$ cat src/rtl/servo_cmd_pkg.sv
// rtl/servo_cmd_pkg.sv - shared constants, state encoding and frame sizing for servo_cmd_decoder
package servo_cmd_pkg;

  localparam logic [7:0] HEADER_BYTE = 8'hFF;

  typedef enum logic [2:0] {
    ST_IDLE = 3'd0,
    ST_ADDR = 3'd1,
    ST_DATA = 3'd2,
    ST_CHK  = 3'd3,
    ST_EMIT = 3'd4
  } state_t;

  // Number of payload bytes needed to carry a position of the given width.
  function automatic int data_bytes(input int resolution);
    return (resolution + 7) / 8;
  endfunction

endpackage

$ cat src/rtl/servo_cmd_timeout.sv
// rtl/servo_cmd_timeout.sv - inter-byte idle timer: reloads on clr or when disabled, expire pulses after TimeoutCycles idle cycles
module servo_cmd_timeout #(
  parameter int TimeoutCycles = 100000
) (
  input  logic clk,
  input  logic rst,
  input  logic clr,
  input  logic en,
  output logic expire
);

  localparam int CW = $clog2(TimeoutCycles);
  localparam logic [CW-1:0] LOAD = CW'(TimeoutCycles - 1);

  logic [CW-1:0] cnt;

  // A clear in the expiry cycle suppresses the expiry: the byte wins.
  assign expire = en && !clr && (cnt == '0);

  always_ff @(posedge clk) begin
    if (rst) begin
      cnt <= '0;
    end else if (clr || !en) begin
      cnt <= LOAD;
    end else if (cnt != '0) begin
      cnt <= cnt - CW'(1);
    end
  end

endmodule

$ cat src/rtl/servo_cmd_decoder.sv
// rtl/servo_cmd_decoder.sv - byte-stream to servo write framer; optional checksum byte under SERVO_CMD_CHECKSUM_EN
module servo_cmd_decoder
  import servo_cmd_pkg::*;
#(
  parameter int Resolution    = 8,
  parameter int AddressWidth  = 2,
  parameter int TimeoutCycles = 100000
) (
  input  logic                    clk,
  input  logic                    rst,
  input  logic [7:0]              in_data,
  input  logic                    in_valid,
  output logic                    in_ready,
  output logic                    ce,
  output logic [Resolution-1:0]   data,
  output logic [AddressWidth-1:0] addr,
  output logic                    frame_ok,
  output logic                    frame_err
);

  localparam int DB = data_bytes(Resolution);
  localparam int SW = DB * 8;
  localparam int BW = (DB > 1) ? $clog2(DB) : 1;
  localparam logic [BW-1:0] LAST = BW'(DB - 1);

  state_t                state, state_next;
  logic                  accept, expire, timer_en, last_byte, addr_ok;
  logic                  frame_done, frame_bad;
  logic [7:0]            shadow_addr;
  logic [SW-1:0]         shadow_data, shadow_next;
  logic [BW-1:0]         byte_cnt;
  logic [Resolution-1:0] emit_data;

  assign accept      = in_valid && in_ready;
  assign timer_en    = (state != ST_IDLE) && (state != ST_EMIT);
  assign last_byte   = (byte_cnt == LAST);
  assign addr_ok     = (shadow_addr >> AddressWidth) == 8'd0;
  assign shadow_next = (shadow_data << 8) | SW'(in_data);

`ifdef SERVO_CMD_CHECKSUM_EN
  logic [7:0] chk;
  logic       chk_ok;

  assign chk_ok     = (chk == in_data);
  assign frame_done = accept && (state == ST_CHK) && chk_ok;
  assign frame_bad  = accept && (state == ST_CHK) && !chk_ok;
  assign emit_data  = shadow_data[Resolution-1:0];

  always_ff @(posedge clk) begin
    if (rst) begin
      chk <= 8'd0;
    end else if (accept && state == ST_ADDR) begin
      chk <= in_data;
    end else if (accept && state == ST_DATA) begin
      chk <= chk ^ in_data;
    end
  end
`else
  // Outputs are loaded as the final byte arrives so they are valid during the EMIT cycle.
  assign frame_done = accept && (state == ST_DATA) && last_byte;
  assign frame_bad  = 1'b0;
  assign emit_data  = shadow_next[Resolution-1:0];
`endif

  servo_cmd_timeout #(
    .TimeoutCycles(TimeoutCycles)
  ) u_timeout (
    .clk   (clk),
    .rst   (rst),
    .clr   (accept),
    .en    (timer_en),
    .expire(expire)
  );

  always_ff @(posedge clk) begin
    if (rst) state <= ST_IDLE;
    else     state <= state_next;
  end

  always_comb begin
    state_next = state;
    unique case (state)
      ST_IDLE: if (accept && in_data == HEADER_BYTE) state_next = ST_ADDR;
      ST_ADDR: if (accept) state_next = ST_DATA;
      ST_DATA: if (accept && last_byte) begin
`ifdef SERVO_CMD_CHECKSUM_EN
        state_next = ST_CHK;
`else
        state_next = ST_EMIT;
`endif
      end
`ifdef SERVO_CMD_CHECKSUM_EN
      ST_CHK:  if (accept) state_next = chk_ok ? ST_EMIT : ST_IDLE;
`else
      ST_CHK:  state_next = ST_IDLE;
`endif
      ST_EMIT: state_next = ST_IDLE;
      default: state_next = ST_IDLE;
    endcase
    if (expire) state_next = ST_IDLE;
  end

  always_comb begin
    in_ready = !rst && (state != ST_EMIT);
  end

  always_ff @(posedge clk) begin
    if (rst) begin
      shadow_addr <= 8'd0;
      shadow_data <= '0;
      byte_cnt    <= '0;
      ce          <= 1'b0;
      frame_ok    <= 1'b0;
      frame_err   <= 1'b0;
      addr        <= '0;
      data        <= '0;
    end else begin
      ce        <= 1'b0;
      frame_ok  <= 1'b0;
      frame_err <= 1'b0;
      if (accept && state == ST_ADDR) begin
        shadow_addr <= in_data;
        byte_cnt    <= '0;
      end
      if (accept && state == ST_DATA) begin
        shadow_data <= shadow_next;
        byte_cnt    <= byte_cnt + BW'(1);
      end
      if (frame_done) begin
        if (addr_ok) begin
          ce       <= 1'b1;
          frame_ok <= 1'b1;
          addr     <= shadow_addr[AddressWidth-1:0];
          data     <= emit_data;
        end else begin
          frame_err <= 1'b1;
        end
      end
      if (expire || frame_bad) frame_err <= 1'b1;
    end
  end

endmodule

$ cat config.mk
export PLATFORM = sky130hd
export DESIGN_NAME = servo_cmd_decoder
export DESIGN_NICKNAME = d
export VERILOG_FILES = /design/src/rtl/servo_cmd_pkg.sv /design/src/rtl/servo_cmd_timeout.sv /design/src/rtl/servo_cmd_decoder.sv
export SDC_FILE = /design/constraint.sdc
export NUM_CORES = 1
export LEC_CHECK = 0
export CAP_MARGIN = 30
export CORE_MARGIN = 2
export CORE_UTILIZATION = 25
export CTS_CLUSTER_SIZE = 25
export DETAILED_ROUTE_END_ITERATION = 7
export PLACE_DENSITY_LB_ADDON = 0.25
export SYNTH_ARGS = -nofsm -noshare
export SYNTH_HDL_FRONTEND = slang
export SYNTH_HIERARCHICAL = 1
export SYNTH_SLANG_ARGS = --single-unit
$ cat constraint.sdc
create_clock -name clk -period 2.4 [get_ports clk]
set_input_delay 0.48 -clock clk [delete_from_list [all_inputs] [get_ports clk]]
set_output_delay 0.48 -clock clk [all_outputs]
set_load 0.01 [all_outputs]
Word level (Yosys, flattened, before mapping)

Cells that the tools add are included.

Register bits: 41
Bits in latches: 0
Memory bits (writable): 0
Bits in read-only memories: 0
Input bits: 11
Output and inout bits: 14
Word-level logic and storage cells: 58
Memories: 0

$add $sub $neg: 2
Multiply operators: 0
Divide/modulo/power cells: 0
$lt $le $gt $ge: 0
Eq/ne operators: 7
Shifts and indexed selects: 0
Muxes and demuxes: 12
Bitwise gates (word level): 2
Reduce and logical (&&, ||, !) cells: 26

Operators by type and width:

| operator                                                              | count |
|---|---|
| 17-bit two-way mux                                                    | 2 |
| 17-bit logical NOT                                                    | 1 |
| 17-bit nonzero test                                                   | 1 |
| 17-bit by 1-bit subtractor with 17-bit output (second input constant) | 1 |
| 1-bit logical AND                                                     | 10 |
| 3-bit two-way mux                                                     | 3 |
| 3-bit one-hot mux with 3 select lines                                 | 1 |
| 8-bit == test (second input constant)                                 | 1 |
| 8-bit logical NOT                                                     | 1 |
| 1-bit two-way mux                                                     | 6 |
| 2-bit inequality test (second input constant)                         | 3 |
| 2-bit OR reduction                                                    | 3 |
| 2-bit nonzero test                                                    | 2 |
| 3-bit by 1-bit == test with 1-bit output (second input constant)      | 1 |
| 3-bit by 2-bit == test with 1-bit output (second input constant)      | 1 |
| 1-bit logical NOT                                                     | 3 |
| 3-bit logical NOT                                                     | 1 |
| 3-bit inequality test (second input constant)                         | 1 |
| 3-bit AND reduction                                                   | 1 |
| 3-bit nonzero test                                                    | 1 |
| 1-bit inverter                                                        | 2 |
| 2-bit AND reduction                                                   | 1 |
| 1-bit adder (second input constant)                                   | 1 |
| 1-bit logical OR                                                      | 1 |

Logic depth before layout (Yosys ltp)

Gate-level depths: netlist of the first run.

Depth after elaboration: 7
Mapped depth: 8
Mapped depth without buffers: 7

By module

The synthesis of the first run kept the hierarchy.

By module, submodules not included:

| module            | instances | cells each | area each (µm²) | sequential area each (µm²) |
|---|---|---|---|---|
| servo_cmd_decoder | 1         | 100        | 982.2           | 480.5 |
| servo_cmd_timeout | 1         | 97         | 859.6           | 340.3 |

Least setup slack after synthesis of the first run

No wires, ideal clock.

Kind: input -> register
From: input port rst
To: register state[0]
Setup time: 0.078 ns
Data arrival time: 1.965 ns
Slack: 0.357 ns
Stages on the path: 8
Path buffers: 2
Cell sequence: buf_2 > and2b_1 > a21boi_0 > nor2b_1 > clkbuf_1 > and3_1 > or3_1 > nor3_1

Word-level cells in the longest chain between the ends: 7

Ends and longest elaborated chain:

| item                           | RTL line                 | source |
|---|---|---|
| start, declared                | servo_cmd_decoder.sv:10  | `input logic rst,` |
| 1-bit logical NOT              | servo_cmd_decoder.sv:104 | `in_ready = !rst && (state != ST_EMIT);` |
| 1-bit logical AND              | servo_cmd_decoder.sv:104 |  |
| 1-bit logical AND              | servo_cmd_decoder.sv:34  | `assign accept = in_valid && in_ready;` |
| named net accept               | servo_cmd_decoder.sv:27  | `logic accept, expire, timer_en, last_byte, addr_ok;` |
| 1-bit logical NOT              | servo_cmd_timeout.sv:18  | `assign expire = en && !clr && (cnt == '0);` |
| 1-bit logical AND (2 in a row) | servo_cmd_timeout.sv:18  |  |
| named net expire               | servo_cmd_decoder.sv:27  |  |
| 2-bit OR reduction (no line)   | -                        |  |
| end signal, assigned           | servo_cmd_decoder.sv:77  | `else state <= state_next;` |
| end, declared                  | servo_cmd_decoder.sv:26  | `state_t state, state_next;` |

The timed path passes the listed nets, and every way through them passes these cells.
A chain may end at the register's enable or synchronous reset.

Worst setup path in the final report of the first run

From: register state[0]
To: output port in_ready

Word-level cells in the longest chain between the ends: 2

Ends and longest elaborated chain:

| item                  | RTL line                 | source |
|---|---|---|
| 3-bit inequality test | servo_cmd_decoder.sv:104 |  |
| 1-bit logical AND     | servo_cmd_decoder.sv:104 |  |
| end, declared         | servo_cmd_decoder.sv:13  | `output logic in_ready,` |

No other way between the ends.

==> results.py, run 1 <==
metrics = {
    "run_status": {
        "status": "finished, final reports clean",
    },
    "sta": {
        "finClkSkew_ps": 7.50,
        "worst_pin_slew_ps": 521,
        "max_slew_margin_pct": 64.4,
        "setup_violations": 0,
        "whs_ps": 500,
        "tns_ps": 0,
        "period_minus_slack_ps": 2200,
        "fin_ws_ps": 200,
        "fmax_mhz": 455,
        "finalCritPeriodShare_pct": 91.7,
        "hold_viol": 0,
        "drv_slew": 0,
        "rsz0062_at_grt": "false",
    },
    "route": {
        "first_iter_violations": 82,
        "viasPerCell": 4.41,
        "wl_met1_mm": 1.95,
        "ant_nets": 0,
        "met2RoutedLength_mm": 1.73,
        "remaining_drc_errors": 0,
        "highest_layer": "met4",
        "wl_mm": 3.81,
        "wl_met3_um": 57,
        "vias": 1434,
        "drt_pass1_iterations": 4,
        "avgRoutedWirePerCell_um": 11.7,
    },
    "power": {
        "power_density_mw_per_mm2": 624,
        "vdd_drop_max_mv": 0.239,
        "p_leak_nw": 0.890,
    },
    "worst_setup_path": {
        "timing.critical_path.from": "state[0]$_SDFFE_PP0P_",
        "slowest_delay_ps": 570,
        "critPathBufInv": 1,
        "timing.rr.start": "u_timeout/cnt[0]$_SDFFE_PP0N_",
        "crit_arrival_ps": 1720,
        "worstPathRequired_ps": 1920,
        "crit_family": "buffers and inverters",
        "start_kind": "flip-flop",
        "endpoint_kind": "output port",
        "critPathMaxFanout": 8,
        "cpMaxStageDelayCell": "clkdlybuf4s50_1",
        "critPathKind": "reg2out",
        "worstPathCellList": "nor2_1 > a21oi_1 > clkdlybuf4s50_1",
    },
    "cts": {
        "clk_pin_slew_ps": 90,
        "cts_tree": "yes",
        "clock_path_buffers": 2,
        "cts-root-buf": "clkbuf_8",
        "cts_resized": 0,
        "numCtsBuffers": 5,
        "cts_sinks": 41,
        "postCtsHoldBufs": 0,
        "cts_setup_buffers": 0,
        "clock_tree.htree_level_count": 2,
        "clock_latency_ps": 290,
    },
    "finish": {
        "final_common_cell": "dfxtp_1",
        "final_net_count": 237,
        "final_core_utilization_pct": 32.6,
        "layout-drive-gt1-share_pct": 12.4,
        "antenna-diode-count": 0,
        "area_growth_syn_to_layout_pct": 26.9,
        "mostFrequentLayoutCells": "41 x dfxtp_1, 30 x nor2_1, 24 x clkdlybuf4s50_1, 18 x mux2i_1, 16 x a21oi_1",
    },
    "grt": {
        "first_global_vias": 1359,
        "grt-ovfl-total": 0,
        "grt_pass1_wl_mm": 6.59,
        "antenna_found_initial": 0,
        "track_usage_pct": 9.91,
        "grt_max_degree": 26,
    },
    "yosys": {
        "syn-num-nets": 209,
        "ys_ff_latch": 41,
        "synthCells": 197,
        "synthArstFlopShare_pct": 0,
        "yosysSeqAreaShare_pct": 44.6,
        "synth_edf_count": 0,
        "synth_top_flop_cell": "dfxtp_1",
        "netlist_area_mm2": 0.00184,
        "yosys_warnings": 6,
        "synth.distinct_cells": 45,
        "postSynthAreaPerCell_um2": 9.35,
    },
    "place": {
        "place_ws_ps": 148,
        "gp_congestion": 0.766,
        "io_buffers": 24,
        "dp_hpwl_mm": 2.79,
    },
    "floorplan": {
        "num_rows": 31,
        "initial_core_util_pct": 25.7,
        "dieHeight_um": 89.8,
        "dieArea_mm2": 0.00807,
        "pin_count": 25,
        "core_mm2": 0.00718,
        "die_w_um": 89.8,
    },
    "min_path": {
        "min_from": "shadow_addr[1]$_SDFFE_PP0P_",
        "hold_path.class": "reg2reg",
    },
    "job": {
        "cap_violations": 0,
    },
}
==> tightest hold or removal path: stages, from the launching register on <==
cell     delay [ps]
dfxtp_1         330
mux2i_1          60
nor2_1           70
==> report_power, final <==
group          switching (W)  internal, W  leakage, nW
combinational      0.0000418    0.0000395        0.488
sequential        0.00000947     0.000689        0.334
clock               0.000261     0.000419       0.0687
==> cells in the mapped netlist (2+ instances only) <==
library cell / number / area share (%)
mux2i_1: 18 / 9.8
inv_1: 7 / 1.4
buf_6: 2 / 1.2
a31oi_1: 2 / 0.68
nand2_1: 6 / 1.2
a2111oi_0: 2 / 0.95
xor2_1: 8 / 3.8
dfxtp_1: 41 / 45
nor3_2: 2 / 1.1
nor2_1: 30 / 6.1
o21ai_0: 5 / 1.4
nand2b_1: 2 / 0.68
or4_4: 2 / 1.2
nand3_1: 2 / 0.54
xnor2_1: 3 / 1.4
nor4_1: 4 / 1.4
nor3_1: 7 / 1.9
nor2b_1: 2 / 0.68
a21oi_1: 16 / 4.3
clkbuf_1: 5 / 1.0
nand4_1: 4 / 1.4
or4_1: 3 / 1.2
buf_2: 2 / 0.54
==> through the flow <==
step           instances  total power, W  instance area [um2]
3_5_place_dp         317        0.000796                 2200
2_1_floorplan        197        0.000757                 1840
6_report             325         0.00146                 2340
5_1_grt              325         0.00152                 2340
4_1_cts              325         0.00147                 2340
3_3_place_gp         317        0.000797                 2200
==> state kept, by name, indices dropped and copies added, names as in the netlist <==
signal and flops:
data 8, state 3, frame_err 1, addr 2, byte_cnt 1, frame_ok 1, shadow_addr 8, u_timeout/cnt 17
==> final timing paths <==
path | to | slack, ps | cells past startpoint
max | in_ready | 200 | 3
min | addr[1]$_SDFFE_PP0P_ | 500 | 2
max reg2reg | u_timeout/cnt[5]$_SDFFE_PP0P_ | 230 | 7
min reg2reg | addr[1]$_SDFFE_PP0P_ | 500 | 2
==> logic make-up after synthesis <==
family | after synthesis | share of synthesized area, %
AOI/OAI and AO/OA | 31 | 10.3
xor gates and xnor gates | 11 | 5.23
adders and majority gates | 1 | 0.679
buffers and inverters | 18 | 4.82
DFF | 41 | 44.6
muxes | 19 | 10.4
and+or+nand+nor | 76 | 24.0
==> per-layer routing <==
metal	vias up	track usage, %
met5	-	0
met3	5	1.76
met2	12	14.9
li1	753	-
met1	664	14.1
met4	0	3.85
==> cell type report <==
type	count	area, um2
clock inverter	3	68.8
sequential	41	821
multi-input combinational	138	932
timing repair buffer	31	293
clock buffer	5	68.8
inverter	8	30.0
tap	99	124
fill	757	4840
Note: power is estimated with default switching activity, not from simulation.
==> run 2: changes to the inputs <==
Settings changed: CTS_CLUSTER_DIAMETER set to 40.
==> results of run 2 <==
The final DEF is identical to that of run 1; final timing and power are the same.
==> run 3: changes to the inputs <==
Clock period 2.4 ns to 2.45 ns, I/O delays scaled along.
==> run 3 against run 2 <==
Net effect: combinational power down 3.0%; global-route usage up 0.11 points; sequential power down 2%; clock skew about the same; critical path depth did not move; critical path type is now in2out; largest cell class unchanged; highest routed layer unchanged.
==> results.py, run 3 (synthesized netlist as in run 1, its figures left out) <==
metrics = {
    "run_status": {
        "status": "finished, final reports clean",
    },
    "finish": {
        "area_growth_syn_to_layout_pct": 24.1,
        "layout-drive-gt1-share_pct": 12.4,
        "reg_top3": "u_timeout/cnt (17), data (8), shadow_addr (8)",
        "regMostFlops": "u_timeout/cnt",
        "largest_reg_flops": 17,
        "antenna-diode-count": 0,
        "fill_cells": 764,
        "final_net_count": 237,
        "mostFrequentLayoutCells": "41 x dfxtp_1, 30 x nor2_1, 24 x clkdlybuf4s50_1, 18 x mux2i_1, 16 x a21oi_1",
        "final_core_utilization_pct": 31.9,
        "stdcell_area_mm2": 0.00229,
        "final_common_cell": "dfxtp_1",
    },
    "route": {
        "avgRoutedWirePerCell_um": 11.8,
        "viasPerCell": 4.43,
        "drt_pass1_iterations": 4,
        "ant_nets": 0,
        "remaining_drc_errors": 0,
        "wl_mm": 3.83,
        "first_iter_violations": 76,
        "vias": 1439,
    },
    "power": {
        "vdd_drop_max_mv": 0.144,
        "power_w": 0.00120,
        "switching_power_w": 0.000288,
        "p_leak_nw": 0.865,
        "clockPowerShare_pct": 36.3,
        "power_density_mw_per_mm2": 524,
        "power.internal_w": 0.000910,
        "swShare_pct": 24.0,
        "combinationalPowerShare_pct": 6.6,
        "sequentialPowerShare_pct": 57.1,
    },
    "sta": {
        "tns_ps": 0,
        "finalCritPeriodShare_pct": 89.0,
        "fmax_mhz": 458,
        "whs_ps": 499,
        "drv_slew": 0,
        "hold_viol": 0,
        "finClkSkew_ps": 7.92,
        "max_slew_margin_pct": 64.4,
        "setup_violations": 0,
        "worst_pin_slew_ps": 521,
        "period_minus_slack_ps": 2180,
        "rsz0062_at_grt": "false",
    },
    "worst_setup_path": {
        "critPathKind": "in2out",
        "start_kind": "input port",
        "critPathMaxFanout": 4,
        "timing.rr.start": "u_timeout/cnt[0]$_SDFFE_PP0N_",
        "endpoint_kind": "output port",
        "worstPathRequired_ps": 1960,
        "timing.critical_path.from": "rst",
        "crit_arrival_ps": 1690,
    },
    "cts": {
        "cts-root-buf": "clkbuf_8",
        "clock_tree.htree_level_count": 2,
        "clock_path_buffers": 2,
        "cts_setup_buffers": 0,
        "clk_pin_slew_ps": 80,
        "postCtsHoldBufs": 0,
        "cts_sinks": 41,
        "cts_tree": "yes",
        "cts_resized": 0,
        "numCtsBuffers": 5,
        "clock_latency_ps": 290,
    },
    "floorplan": {
        "num_rows": 31,
        "die_w_um": 89.8,
        "pin_count": 25,
        "core_mm2": 0.00718,
        "initial_core_util_pct": 25.7,
        "dieArea_mm2": 0.00807,
        "dieHeight_um": 89.8,
    },
    "place": {
        "io_buffers": 24,
        "dp_hpwl_mm": 2.77,
        "gp_congestion": 0.754,
        "dpl_cell_area_mm2": 0.00220,
    },
    "grt": {
        "first_global_vias": 1396,
        "grt_pass1_wl_mm": 6.74,
        "antenna_found_initial": 0,
        "grt_max_degree": 26,
        "track_usage_pct": 10.0,
        "grt-ovfl-total": 0,
    },
    "min_path": {
        "min_from": "shadow_addr[3]$_SDFFE_PP0P_",
        "hold_path.class": "reg2reg",
    },
    "job": {
        "cap_violations": 0,
    },
}
==> run 3: cell types whose count changed in the layout (fill, tap and decap cells not counted), sizes merged <==
cell      before  now
inv            9    8
clkinv         0    2
clkinvlp       0    1
bufinv         2    0
==> run 3: final cells by class <==
type	count	area (um2)	area share (%)
repair buffers	31	293	12.8
well taps	99	124	5.42
clock inverters	3	17.5	0.766
flip-flops and latches	41	821	35.9
inverters	8	30.0	1.31
clock buffers	5	68.8	3.01
multi-input cells	138	932	40.8
==> run 3: final timing paths <==
kind                                    to  slack (ps)  depth (start not counted)
max                               in_ready         270                          3
min            shadow_addr[3]$_SDFFE_PP0P_         500                          2
max reg2reg  u_timeout/cnt[5]$_SDFFE_PP0P_         270                          7
min reg2reg    shadow_addr[3]$_SDFFE_PP0P_         500                          2
==> run 3: routing by layer <==
metal | part of all wire, % | vias to the layer above | track usage, % | routed length [um]
li1 | - | 753 | - | -
met4 | 0.94 | 0 | 3.85 | 36
met5 | 0 | - | 0 | 0
met3 | 2.1 | 2 | 2.10 | 81
met1 | 51 | 669 | 13.5 | 1950
met2 | 46 | 15 | 15.8 | 1770
==> run 3: through the flow <==
step	worst slack, ps	cells
detailed placement	184	317
global placement	204	317
floorplan	397	197
CTS	233	325
finish	269	325
global route	42.5	325
==> run 3: critical path: stages <==
cell             delay, ps
clkdlybuf4s50_1        480
a21oi_1                170
clkdlybuf4s50_1        560
==> run 3: power groups by stage <==
stage | Sequential, W | Combinational [W] | Clock [W]
floorplan | 0.000698 | 0.0000440 | 0
global placement | 0.000700 | 0.0000796 | 0
detailed placement | 0.000700 | 0.0000795 | 0
CTS | 0.000684 | 0.0000799 | 0.000459
global route | 0.000686 | 0.0000888 | 0.000475
finish | 0.000684 | 0.0000789 | 0.000435
